File: src/rtl/booth_seq_mul.sv
// booth_seq_mul: sequential radix-2 Booth multiplier for signed WIDTH-bit operands.
// Start/busy/done handshake; the 2*WIDTH-bit product is registered and held
// until the next operation completes.
// Optional feature macro: BOOTH_EARLY_EXIT_EN -- finishes early once every
// remaining Booth pair is a no-op, using a single barrel shift of {A,Q}.
module booth_seq_mul #(
    parameter int WIDTH = 8
) (
    input  logic                 clk,
    input  logic                 reset,
    input  logic                 start,
    input  logic [WIDTH-1:0]     multiplicand,
    input  logic [WIDTH-1:0]     multiplier,
    output logic                 busy,
    output logic                 done,
    output logic [2*WIDTH-1:0]   product
);
    localparam int CNT_W = $clog2(WIDTH + 1);
    localparam logic [CNT_W-1:0] CNT_ONE  = {{(CNT_W-1){1'b0}}, 1'b1};
    localparam logic [CNT_W-1:0] CNT_LOAD = CNT_W'(WIDTH);

    typedef enum logic [1:0] {
        IDLE = 2'd0,
        RUN  = 2'd1,
        DONE = 2'd2
    } state_t;

    state_t                 state_r, state_n_s;
    logic [WIDTH:0]         a_r, a_n_s;        // accumulator with sign guard bit
    logic [WIDTH:0]         m_r, m_n_s;        // sign-extended multiplicand
    logic [WIDTH-1:0]       q_r, q_n_s;        // multiplier / low product half
    logic                   q1_r, q1_n_s;      // Booth look-behind bit
    logic [CNT_W-1:0]       count_r, count_n_s;
    logic [2*WIDTH-1:0]     product_r, product_n_s;
    logic                   busy_r, done_r;
    logic [WIDTH:0]         sum_s;
    logic [2*WIDTH+1:0]     step_s;            // {A,Q,q_1} after add and shift

`ifdef BOOTH_EARLY_EXIT_EN
    logic                   ee_hit_s;
    logic [2*WIDTH:0]       ee_shift_s;

    // Detect that every remaining multiplier bit equals q_1 (all pairs no-op)
    always_comb begin
        ee_hit_s = 1'b1;
        for (int i = 0; i < WIDTH; i++) begin
            if ((CNT_W'(i) < count_r) && (q_r[i] != q1_r)) begin
                ee_hit_s = 1'b0;
            end else begin
                ee_hit_s = ee_hit_s;
            end
        end
    end

    // Collapse all remaining shifts into one arithmetic shift
    assign ee_shift_s = $signed({a_r, q_r}) >>> count_r;
`endif

    // Booth recoding of {Q[0],q_1}: add, subtract or pass the accumulator
    always_comb begin
        sum_s = a_r;
        case ({q_r[0], q1_r})
            2'b01:   sum_s = a_r + m_r;
            2'b10:   sum_s = a_r - m_r;
            default: sum_s = a_r;
        endcase
    end

    // Arithmetic shift right of {A,Q,q_1}, replicating the guard bit
    assign step_s = $signed({sum_s, q_r, q1_r}) >>> 1;

    // Next-state and datapath next values
    always_comb begin
        state_n_s   = state_r;
        a_n_s       = a_r;
        m_n_s       = m_r;
        q_n_s       = q_r;
        q1_n_s      = q1_r;
        count_n_s   = count_r;
        product_n_s = product_r;
        case (state_r)
            IDLE, DONE: begin
                if (start) begin
                    m_n_s     = {multiplicand[WIDTH-1], multiplicand};
                    a_n_s     = {(WIDTH+1){1'b0}};
                    q_n_s     = multiplier;
                    q1_n_s    = 1'b0;
                    count_n_s = CNT_LOAD;
                    state_n_s = RUN;
                end else begin
                    state_n_s = IDLE;
                end
            end
            RUN: begin
`ifdef BOOTH_EARLY_EXIT_EN
                if (ee_hit_s) begin
                    a_n_s       = ee_shift_s[2*WIDTH:WIDTH];
                    q_n_s       = ee_shift_s[WIDTH-1:0];
                    count_n_s   = {CNT_W{1'b0}};
                    product_n_s = ee_shift_s[2*WIDTH-1:0];
                    state_n_s   = DONE;
                end else begin
`endif
                    a_n_s     = step_s[2*WIDTH+1:WIDTH+1];
                    q_n_s     = step_s[WIDTH:1];
                    q1_n_s    = step_s[0];
                    count_n_s = count_r - CNT_ONE;
                    if (count_r == CNT_ONE) begin
                        product_n_s = step_s[2*WIDTH:1];
                        state_n_s   = DONE;
                    end else begin
                        state_n_s   = RUN;
                    end
`ifdef BOOTH_EARLY_EXIT_EN
                end
`endif
            end
            default: state_n_s = IDLE;
        endcase
    end

    // State register and registered handshake outputs
    always_ff @(posedge clk or posedge reset) begin
        if (reset) begin
            state_r <= IDLE;
            busy_r  <= 1'b0;
            done_r  <= 1'b0;
        end else begin
            state_r <= state_n_s;
            busy_r  <= (state_n_s == RUN);
            done_r  <= (state_n_s == DONE);
        end
    end

    // Datapath registers; reset discards any partial result
    always_ff @(posedge clk or posedge reset) begin
        if (reset) begin
            a_r       <= {(WIDTH+1){1'b0}};
            m_r       <= {(WIDTH+1){1'b0}};
            q_r       <= {WIDTH{1'b0}};
            q1_r      <= 1'b0;
            count_r   <= {CNT_W{1'b0}};
            product_r <= {(2*WIDTH){1'b0}};
        end else begin
            a_r       <= a_n_s;
            m_r       <= m_n_s;
            q_r       <= q_n_s;
            q1_r      <= q1_n_s;
            count_r   <= count_n_s;
            product_r <= product_n_s;
        end
    end

    assign busy    = busy_r;
    assign done    = done_r;
    assign product = product_r;

endmodule
File: config.mk
export PLATFORM = sky130hd
export DESIGN_NAME = booth_seq_mul
export DESIGN_NICKNAME = d
export VERILOG_FILES = /design/src/rtl/booth_seq_mul.sv
export SDC_FILE = /design/constraint.sdc
export NUM_CORES = 1
export LEC_CHECK = 0
export ABC_AREA = 1
export CORE_UTILIZATION = 55
export CTS_CLUSTER_SIZE = 28
export DETAILED_ROUTE_END_ITERATION = 6
export PLACE_DENSITY_LB_ADDON = 0.25
export SETUP_SLACK_MARGIN = 0.4
export SKIP_LAST_GASP = 1
export SLEW_MARGIN = 30
export SYNTH_ARGS = -nofsm -noshare
export SYNTH_HDL_FRONTEND = slang
export SYNTH_SLANG_ARGS = --single-unit
File: constraint.sdc
create_clock -name clk -period 3.55 [get_ports clk]
set_clock_uncertainty 0.05 [all_clocks]
set_input_delay 0.5325 -clock clk [delete_from_list [all_inputs] [get_ports clk]]
set_output_delay 0.5325 -clock clk [all_outputs]
set_load 0.005 [all_outputs]
== Yosys cells after proc, flatten, opt, wreduce, memory -nomap -nowiden ==
Cells that the tools add are included.

* Bits in registers: 50
* Latch bits: 0
* Bits in writable memories: 0
* ROM bits: 0
* Input port bits: 19
* Output and inout port bits: 18
* Word-level logic and storage cells: 38
* Memories: 0

* Add/sub/neg operators: 3
* Multipliers: 0
* Div/mod/pow operators: 0
* Order comparisons: 0
* Eq/ne operators: 8
* Shifts and indexed selects: 0
* Muxes and demuxes: 12
* Bitwise logic cells: 0
* Reductions and logical operators: 6

{| class="wikitable"
|+ Operators by type and width
! cell !! count
|-
| $pmux W9 S2 || 2
|-
| $pmux W8 S2 || 1
|-
| $add A9 B9 Y9 || 1
|-
| $mux W9 || 1
|-
| $sub A9 B9 Y9 || 1
|-
| $mux W8 || 1
|-
| $pmux W4 S2 || 1
|-
| $eq A2 B1 Y1 const B || 3
|-
| $eq A2 B2 Y1 const B || 3
|-
| $reduce_and A2 Y1 || 3
|-
| $eq A4 B1 Y1 const B || 1
|-
| $mux W4 || 1
|-
| $pmux W2 S2 || 1
|-
| $sub A4 B1 Y4 const B || 1
|-
| $logic_not A2 Y1 || 1
|-
| $mux W1 || 2
|-
| $mux W2 || 1
|-
| $ne A2 B2 Y1 const B || 1
|-
| $pmux W1 S2 || 1
|-
| $reduce_bool A2 Y1 || 1
|-
| $reduce_or A2 Y1 || 1
|}

== Logic depth before layout (Yosys ltp) ==
Gate-level depths: netlist of run 1.

* Depth in word-level cells: 4
* Gate-level depth with buffers: 20
* Gate-level depth less buffers: 20

== Least setup slack after synthesis of run 1 ==
No wires, ideal clock.

* Path type: register -> register
* Start point: register m_r[0]
* End point: register a_r[7]
* Library setup time: 0.116 ns
* Data arrival time: 2.082 ns
* Data required time: 3.384 ns
* Setup slack: 1.301 ns
* Cell stages (with the launch flop): 20
* Path buffers: 0
* Period minus slack after synthesis: 2.249 ns
* Cells stage by stage: dfrtp_1 > inv_1 > ha_1 > nand2_1 > nor2_2 > nor2_1 > a21oi_1 > xnor2_1 > inv_1 > ha_1 > nand2_1 > inv_1 > nand2_1 > nand2_1 > a21oi_1 > nand2_1 > nand4_1 > nand2_1 > nand2_1 > nand2_1

* Word-level cells in the longest chain between the ends: 3
* Elaborated cells on any way between the ends: 4
* Those cells by class: 2 x add/sub; 2 x mux

{| class="wikitable"
|+ RTL lines
! item !! line !! RTL
|-
| start: declaration || 30 || <nowiki>logic [WIDTH:0] m_r, m_n_s;</nowiki>
|-
| start signal: assignment || 139 || <nowiki>m_r <= {(WIDTH+1){1'b0}};</nowiki>
|-
| start signal: assignment || 146 || <nowiki>m_r <= m_n_s;</nowiki>
|-
| $sub A9 B9 Y9 or $add A9 B9 Y9 (tied branches) || 64, 63 ||
|-
| $pmux W9 S2 (*) || 62 || <nowiki>case ({q_r[0], q1_r})</nowiki>
|-
| $pmux W9 S2 (*) || 81 || <nowiki>case (state_r)</nowiki>
|-
| end signal: assignment || 138 || <nowiki>a_r <= {(WIDTH+1){1'b0}};</nowiki>
|-
| end signal: assignment || 145 || <nowiki>a_r <= a_n_s;</nowiki>
|-
| end: declaration || 29 || <nowiki>logic [WIDTH:0] a_r, a_n_s;</nowiki>
|}

Mark *: on every way between the ends. The rest lies on a longest branch, timed or not.
A chain may end at the register's enable or synchronous reset.

== Worst setup path after layout of run 1 ==
* Start point: register q1_r
* End point: register product_r[13], in the netlist product[13]

* Word-level cells in the longest chain between the ends: 2
* Elaborated cells on any way between the ends: 3
* Those cells by class: 2 x eq/ne; 1 x mux

{| class="wikitable"
|+ RTL lines
! item !! line !! RTL
|-
| start: declaration || 32 || <nowiki>logic q1_r, q1_n_s;</nowiki>
|-
| start signal: assignment || 148 || <nowiki>q1_r <= q1_n_s;</nowiki>
|-
| $eq A2 B2 Y1 or $eq A2 B1 Y1 (tied branches) || 62 ||
|-
| $pmux W9 S2 (*) || 62 ||
|-
| end signal: assignment || 143 || <nowiki>product_r <= {(2*WIDTH){1'b0}};</nowiki>
|-
| end signal: assignment || 150 || <nowiki>product_r <= product_n_s;</nowiki>
|-
| end: declaration || 34 || <nowiki>logic [2*WIDTH-1:0] product_r, product_n_s;</nowiki>
|}

Marked as above.

==> results of run 1 <==
[state kept, by name, indices dropped and copies added (netlist names)]
| register | count |
|---|---|
| product | 16 |
| a_r | 8 |
| m_r | 8 |
| q_r | 8 |
| count_r | 4 |
| state_r | 2 |
| busy | 1 |
| done | 1 |
| q1_r | 1 |
[path summary, 6_finish.rpt]
kind / start / end / slack (ns) / depth (start not counted)
setup / recovery: q1_r / product[13] / 1.03 / 14
hold / removal: product[12] / product[12] / 0.43 / 2
max in group asynchronous: reset / product[14] / 2.47 / 2
setup reg to reg: q1_r / product[13] / 1.03 / 14
min in group asynchronous: reset / product[3] / 0.59 / 2
hold reg to reg: product[12] / product[12] / 0.43 / 2
[cells in the final DEF, fill, tap and decap left out]
master / netlist / layout
a31oi_1: 2 / 2
or2_2: 1 / 1
o21ai_2: 9 / 9
clkinv_2: 0 / 1
o21a_1: 1 / 1
inv_4: 2 / 3
nor2_8: 1 / 1
o21ai_0: 17 / 17
fa_1: 1 / 1
mux2i_1: 1 / 1
o221ai_1: 7 / 7
nor2_2: 3 / 3
a22o_1: 1 / 1
inv_1: 34 / 33
nor2_1: 7 / 7
a21oi_1: 9 / 9
o22ai_1: 3 / 3
a21oi_2: 1 / 1
nand2_1: 102 / 102
o21ai_1: 4 / 4
a21boi_2: 1 / 1
ha_1: 12 / 12
dfrtp_1: 49 / 49
o211ai_1: 3 / 3
nor2_4: 1 / 1
xnor2_1: 3 / 3
inv_2: 4 / 4
nand3_1: 9 / 9
or3_1: 1 / 1
or2_1: 1 / 1
clkinv_4: 0 / 1
nand4_1: 1 / 1
nand2_2: 5 / 5
xor2_1: 5 / 5
clkdlybuf4s50_1: 0 / 36
clkbuf_8: 0 / 6
[metal layers]
metal / track usage / up-vias / wire length [µm] / share of wire
li1: - / 1066 / - / -
met1: 0.340 / 988 / 2420 / 0.47
met2: 0.369 / 55 / 2390 / 0.47
met3: 0.0427 / 9 / 227 / 0.044
met4: 0.0911 / 0 / 82 / 0.016
met5: 0 / - / 0 / 0
[critical path, delay by kind of cell (launching register included)]
kind | cells | cell delay, ns
buffers and inverters | 3 | 0.28
and+or+nand+nor | 6 | 0.57
adders and majority gates | 2 | 0.63
AOI/OAI and AO/OA | 2 | 0.38
DFF | 1 | 0.37
xor gates and xnor gates | 1 | 0.12
[stage by stage]
| step | area, µm² | util | cells |
|---|---|---|---|
| floorplan | 2620 | - | 309 |
| global placement | 3000 | 0.670 | 389 |
| detailed placement | 3000 | 0.671 | 389 |
| CTS | 3100 | 0.692 | 397 |
| global route | 3100 | 0.692 | 397 |
| finish | 3100 | 0.692 | 397 |
[logic make-up after synthesis]
kind of cell / after synthesis / synth area share
compound gates: 58 / 0.145
mux: 1 / 0.00382
simple gates: 132 / 0.214
fa+ha+maj: 13 / 0.0649
buf+inv: 48 / 0.0787
flops: 49 / 0.467
xor+xnor: 8 / 0.0267
[layout make-up]
cell class / instances / area, µm² / share of cell area
multi-input combinational: 212 / 1190 / 0.385
timing repair buffer: 36 / 360 / 0.116
inverter: 40 / 158 / 0.0509
sequential: 49 / 1230 / 0.396
clock inverter: 2 / 13.8 / 0.00444
clock buffer: 6 / 82.6 / 0.0267
tap: 52 / 65.1 / 0.0210
==> flow_summary.toml, run 1 <==
[status]
outcome = "finished, violations left"
violations = "design-rule violations"

[clock_network]
clockBufferDepth = 2
cts-resized-gates = 0
cts_buffers = 5
clock_sinks = 49
cts_tree = "built"
cts_root_buf = "clkbuf_8"
cts_max_level = 2
post_cts_buffers = 0
clkTransAtPathRegs_ns = 0.09
insertion_delay_ns = 0.31
hold_buffers = 0

[yosys]
synth_commonest_cells = "102 x nand2_1, 49 x dfrtp_1, 34 x inv_1"
synthesis.area_um2 = 2620
synth_cell_types = 35
netlist.area_leader.share = 0.467
yosysWarnings = 0
yosysTopAreaCell = "dfrtp_1"
synthCells = 309
synth-edff-count = 0
synthTopCellsByArea = "dfrtp_1 47%, nand2_1 15%, ha_1 5.7%, inv_1 4.9%, o21ai_0 3.2%"
ys_ff_latch = 49
synth_flop_cell = "dfrtp_1"
postSynthAreaPerCell_um2 = 8.49
post-synth-top-count-cell = "nand2_1"
ys_seq_area_frac = 0.467
synthArstFlopShare = 1.00
synthesis.nets = 341

[sta]
tightest_slew_ns = 0.608
slew_violations = 0
finalSetupViolations = 0
min_period_ns = 2.52
fmax_mhz = 396
setup_slack_ns = 1.03
rsz0062_at_grt = "false"
hold_violations = 0
relSlewSlack = 0.594
holdWs_ns = 0.434
finalCritPeriodShare = 0.711
tns_ns = 0

[grt]
grt_max_degree = 50
grt_pass1_vias = 1968
grt_pass1_wl_um = 9340
antenna_found_initial = 0
overflow = 0
grt_use_total = 0.239

[worst_setup_path]
critPathKind = "reg -> reg"
critPathSlowestCell = "dfrtp_1"
critPathRequiredTime_ns = 3.68
start_kind = "flip-flop"
crit_fanout = 7
worst_setup_path_end_kind = "flip-flop"
path_cells = "inv_1 -> ha_1 -> inv_1 -> nand2_1 -> xnor2_1 -> inv_1 -> ha_1 -> nand3_1 -> nand2_2 -> nand3_1 -> nand3_1 -> nand2_1 -> o21ai_1 -> o21ai_1"
crit_path_max_incr_delay_ns = 0.37
arrival_ns = 2.66

[floorplanning]
start_util = 0.586
rows = 24
coreArea_um2 = 4470
dieHeight_um = 71.1
die_w_um = 71.1
ios = 37
floorplan.die_area_um2 = 5050

[place]
port_buffers = 36
place_congestion = 0.933
preCtsSetupSlack_ns = 1.06
dp.final_hpwl_um = 3760

[routing]
post_drt_wl_per_cell_um = 12.9
avgViaCountPerCell = 5.34
vias = 2118
drt_iter0_markers = 188
first_pass_iters = 6
ant_nets = 0
wirelength_um = 5120
drcViolationCount = 5

[final_layout]
area_growth_pct = 18.0
drive_above_1_share = 0.107
antenna_cells = 0
finalNetCount = 376
nFillCells = 393

[worst_hold_path]
hold_path.class = "reg -> reg"

[job]
drv_cap = 0
Power of run 1 is not shown: default switching activity piles up to over one toggle a cycle in this logic, so the estimate is an artifact.
==> run 2: changes to the inputs <==
--- a/config.mk
+++ b/config.mk
@@ -6,7 +6,7 @@
 export NUM_CORES = 1
 export LEC_CHECK = 0
 export ABC_AREA = 1
-export CORE_UTILIZATION = 55
+export CORE_UTILIZATION = 54
 export CTS_CLUSTER_SIZE = 28
 export DETAILED_ROUTE_END_ITERATION = 6
 export PLACE_DENSITY_LB_ADDON = 0.25
==> constraint.sdc (replaced) <==
create_clock -name clk -period 2.6 [get_ports clk]
set_clock_uncertainty 0.05 [all_clocks]
set_input_delay 0.39 -clock clk [delete_from_list [all_inputs] [get_ports clk]]
set_output_delay 0.39 -clock clk [all_outputs]
set_load 0.005 [all_outputs]
==> flow_summary.toml, run 2 (synthesis results as in run 1) <==
[status]
outcome = "finished, final reports clean"

[clock_network]
insertion_delay_ns = 0.31
cts_root_buf = "clkbuf_8"
clock_sinks = 49
cts_tree = "built"
cts_max_level = 2
cts_buffers = 5
hold_buffers = 0
clockBufferDepth = 2
clkTransAtPathRegs_ns = 0.10

[sta]
finalCritPeriodShare = 0.940
tightest_slew_ns = 0.652
tns_ns = 0
relSlewSlack = 0.565
hold_violations = 0
rsz0062_at_grt = "true"
fmax_mhz = 409
min_period_ns = 2.44
slew_violations = 0
finalSetupViolations = 0

[routing]
vias = 2399
ant_nets = 0
post_drt_wl_per_cell_um = 16.2
wirelength_um = 6790
first_pass_iters = 5
drcViolationCount = 0
drt_iter0_markers = 215
avgViaCountPerCell = 5.73

[floorplanning]
dieHeight_um = 71.7
rows = 24
ios = 37
floorplan.die_area_um2 = 5140
die_w_um = 71.7
start_util = 0.582
coreArea_um2 = 4500

[final_layout]
largest_reg_flops = 16
layout_commonest_cell = "nand2_1"
multi_input_area_um2 = 1410
seq_area_um2 = 1230
final_cell_mix = "95 x nand2_1, 49 x dfrtp_1, 36 x clkdlybuf4s50_1, 29 x inv_1, 20 x buf_4"
area_growth_pct = 33.2
finalNetCount = 398
nFillCells = 297
antenna_cells = 0
drive_above_1_share = 0.259

[worst_setup_path]
path_cells = "inv_2 -> ha_4 -> nand2_4 -> nor2_4 -> nor2_4 -> a21oi_2 -> xnor2_1 -> inv_1 -> ha_4 -> nand2_4 -> nor2_4 -> nand2_1 -> nand3_1 -> nand2_1 -> nand3_1 -> nand2_1 -> nand2_2 -> nand2_1 -> nand2_1"
cp_top_family = "simple AND/OR/NAND/NOR gates"
start_kind = "flip-flop"
critPathKind = "reg -> reg"
critPathSlowestCell = "dfrtp_1"
crit_fanout = 4
cpMostUsedCell = "nand2_1"
critPathRequiredTime_ns = 2.80
worst_setup_path_end_kind = "flip-flop"
path_buf_inv = 2
arrival_ns = 2.64
crit_path_max_incr_delay_ns = 0.41

[worst_hold_path]
hold_path.class = "in -> async"

[grt]
grt_pass1_wl_um = 10400
antenna_found_initial = 0
overflow = 0
grt_use_total = 0.260
grt_max_degree = 27
grt_pass1_vias = 2278

[job]
drv_cap = 0

[place]
dp.final_hpwl_um = 3950
place_congestion = 0.852
port_buffers = 36
-- run 2: cell types whose count changed in the layout (fill, tap and decap cells not counted), sizes merged --
cell,change
buf,+22
clkinv,-2
clkinvlp,+1
inv,+1
-- run 2: layer usage --
layer	global-route usage	vias up	share of wire	wire, µm
met5	0	-	0	0
met4	0.0893	0	0.032	216
met3	0.0492	30	0.053	358
met2	0.436	120	0.50	3380
met1	0.340	1140	0.42	2830
li1	-	1109	-	-
-- run 2: worst reg2reg max path, stage by stage (launching register included) --
cell and delay [ns]:
dfrtp_1 0.41, inv_2 0.10, ha_4 0.15, nand2_4 0.06, nor2_4 0.12, nor2_4 0.05, a21oi_2 0.14, xnor2_1 0.13
inv_1 0.08, ha_4 0.30, nand2_4 0.07, nor2_4 0.12, nand2_1 0.07, nand3_1 0.09, nand2_1 0.09, nand3_1 0.08
nand2_1 0.06, nand2_2 0.08, nand2_1 0.05, nand2_1 0.08
-- run 2: final timing paths --
check | from | end | slack [ns] | depth (start not counted)
setup / recovery | m_r[1] | a_r[7] | 0.16 | 19
hold / removal | reset | product[2] | 0.34 | 2
setup reg to reg | m_r[1] | a_r[7] | 0.16 | 19
hold reg to reg | product[12] | product[12] | 0.43 | 2
max in group asynchronous | reset | a_r[6] | 1.54 | 3
min in group clk | product[12] | product[12] | 0.43 | 2
-- run 2: stage by stage --
step | setup WS, ns | area (µm²) | utilization | hold WS [ns] | instances
CTS | 0.230 | 3300 | 0.732 | 0.363 | 411
global route | 0.0493 | 3490 | 0.776 | 0.384 | 419
floorplan | 0.416 | 2640 | - | 0.409 | 309
finish | 0.157 | 3490 | 0.776 | 0.342 | 419
global placement | 0.181 | 3030 | 0.672 | 0.406 | 391
detailed placement | 0.104 | 3030 | 0.672 | 0.417 | 391
-- run 2: final cells by class --
class	count	share of cell area
Inverter	40	0.0451
Sequential cell	49	0.351
Clock inverter	2	0.00465
Timing Repair Buffer	58	0.155
Clock buffer	6	0.0236
Tap cell	52	0.0186
Multi-Input combinational cell	212	0.402
-- run 2: what timing repair did --
action                                  CTS  global route
pin swaps                                12            15
hold endpoints to repair                  0             0
resized for setup                        20            33
setup buffers                            12             8
endpoints found under the setup margin   12            14
gates cloned                              0             0
Power of run 2 is left out for the same reason.
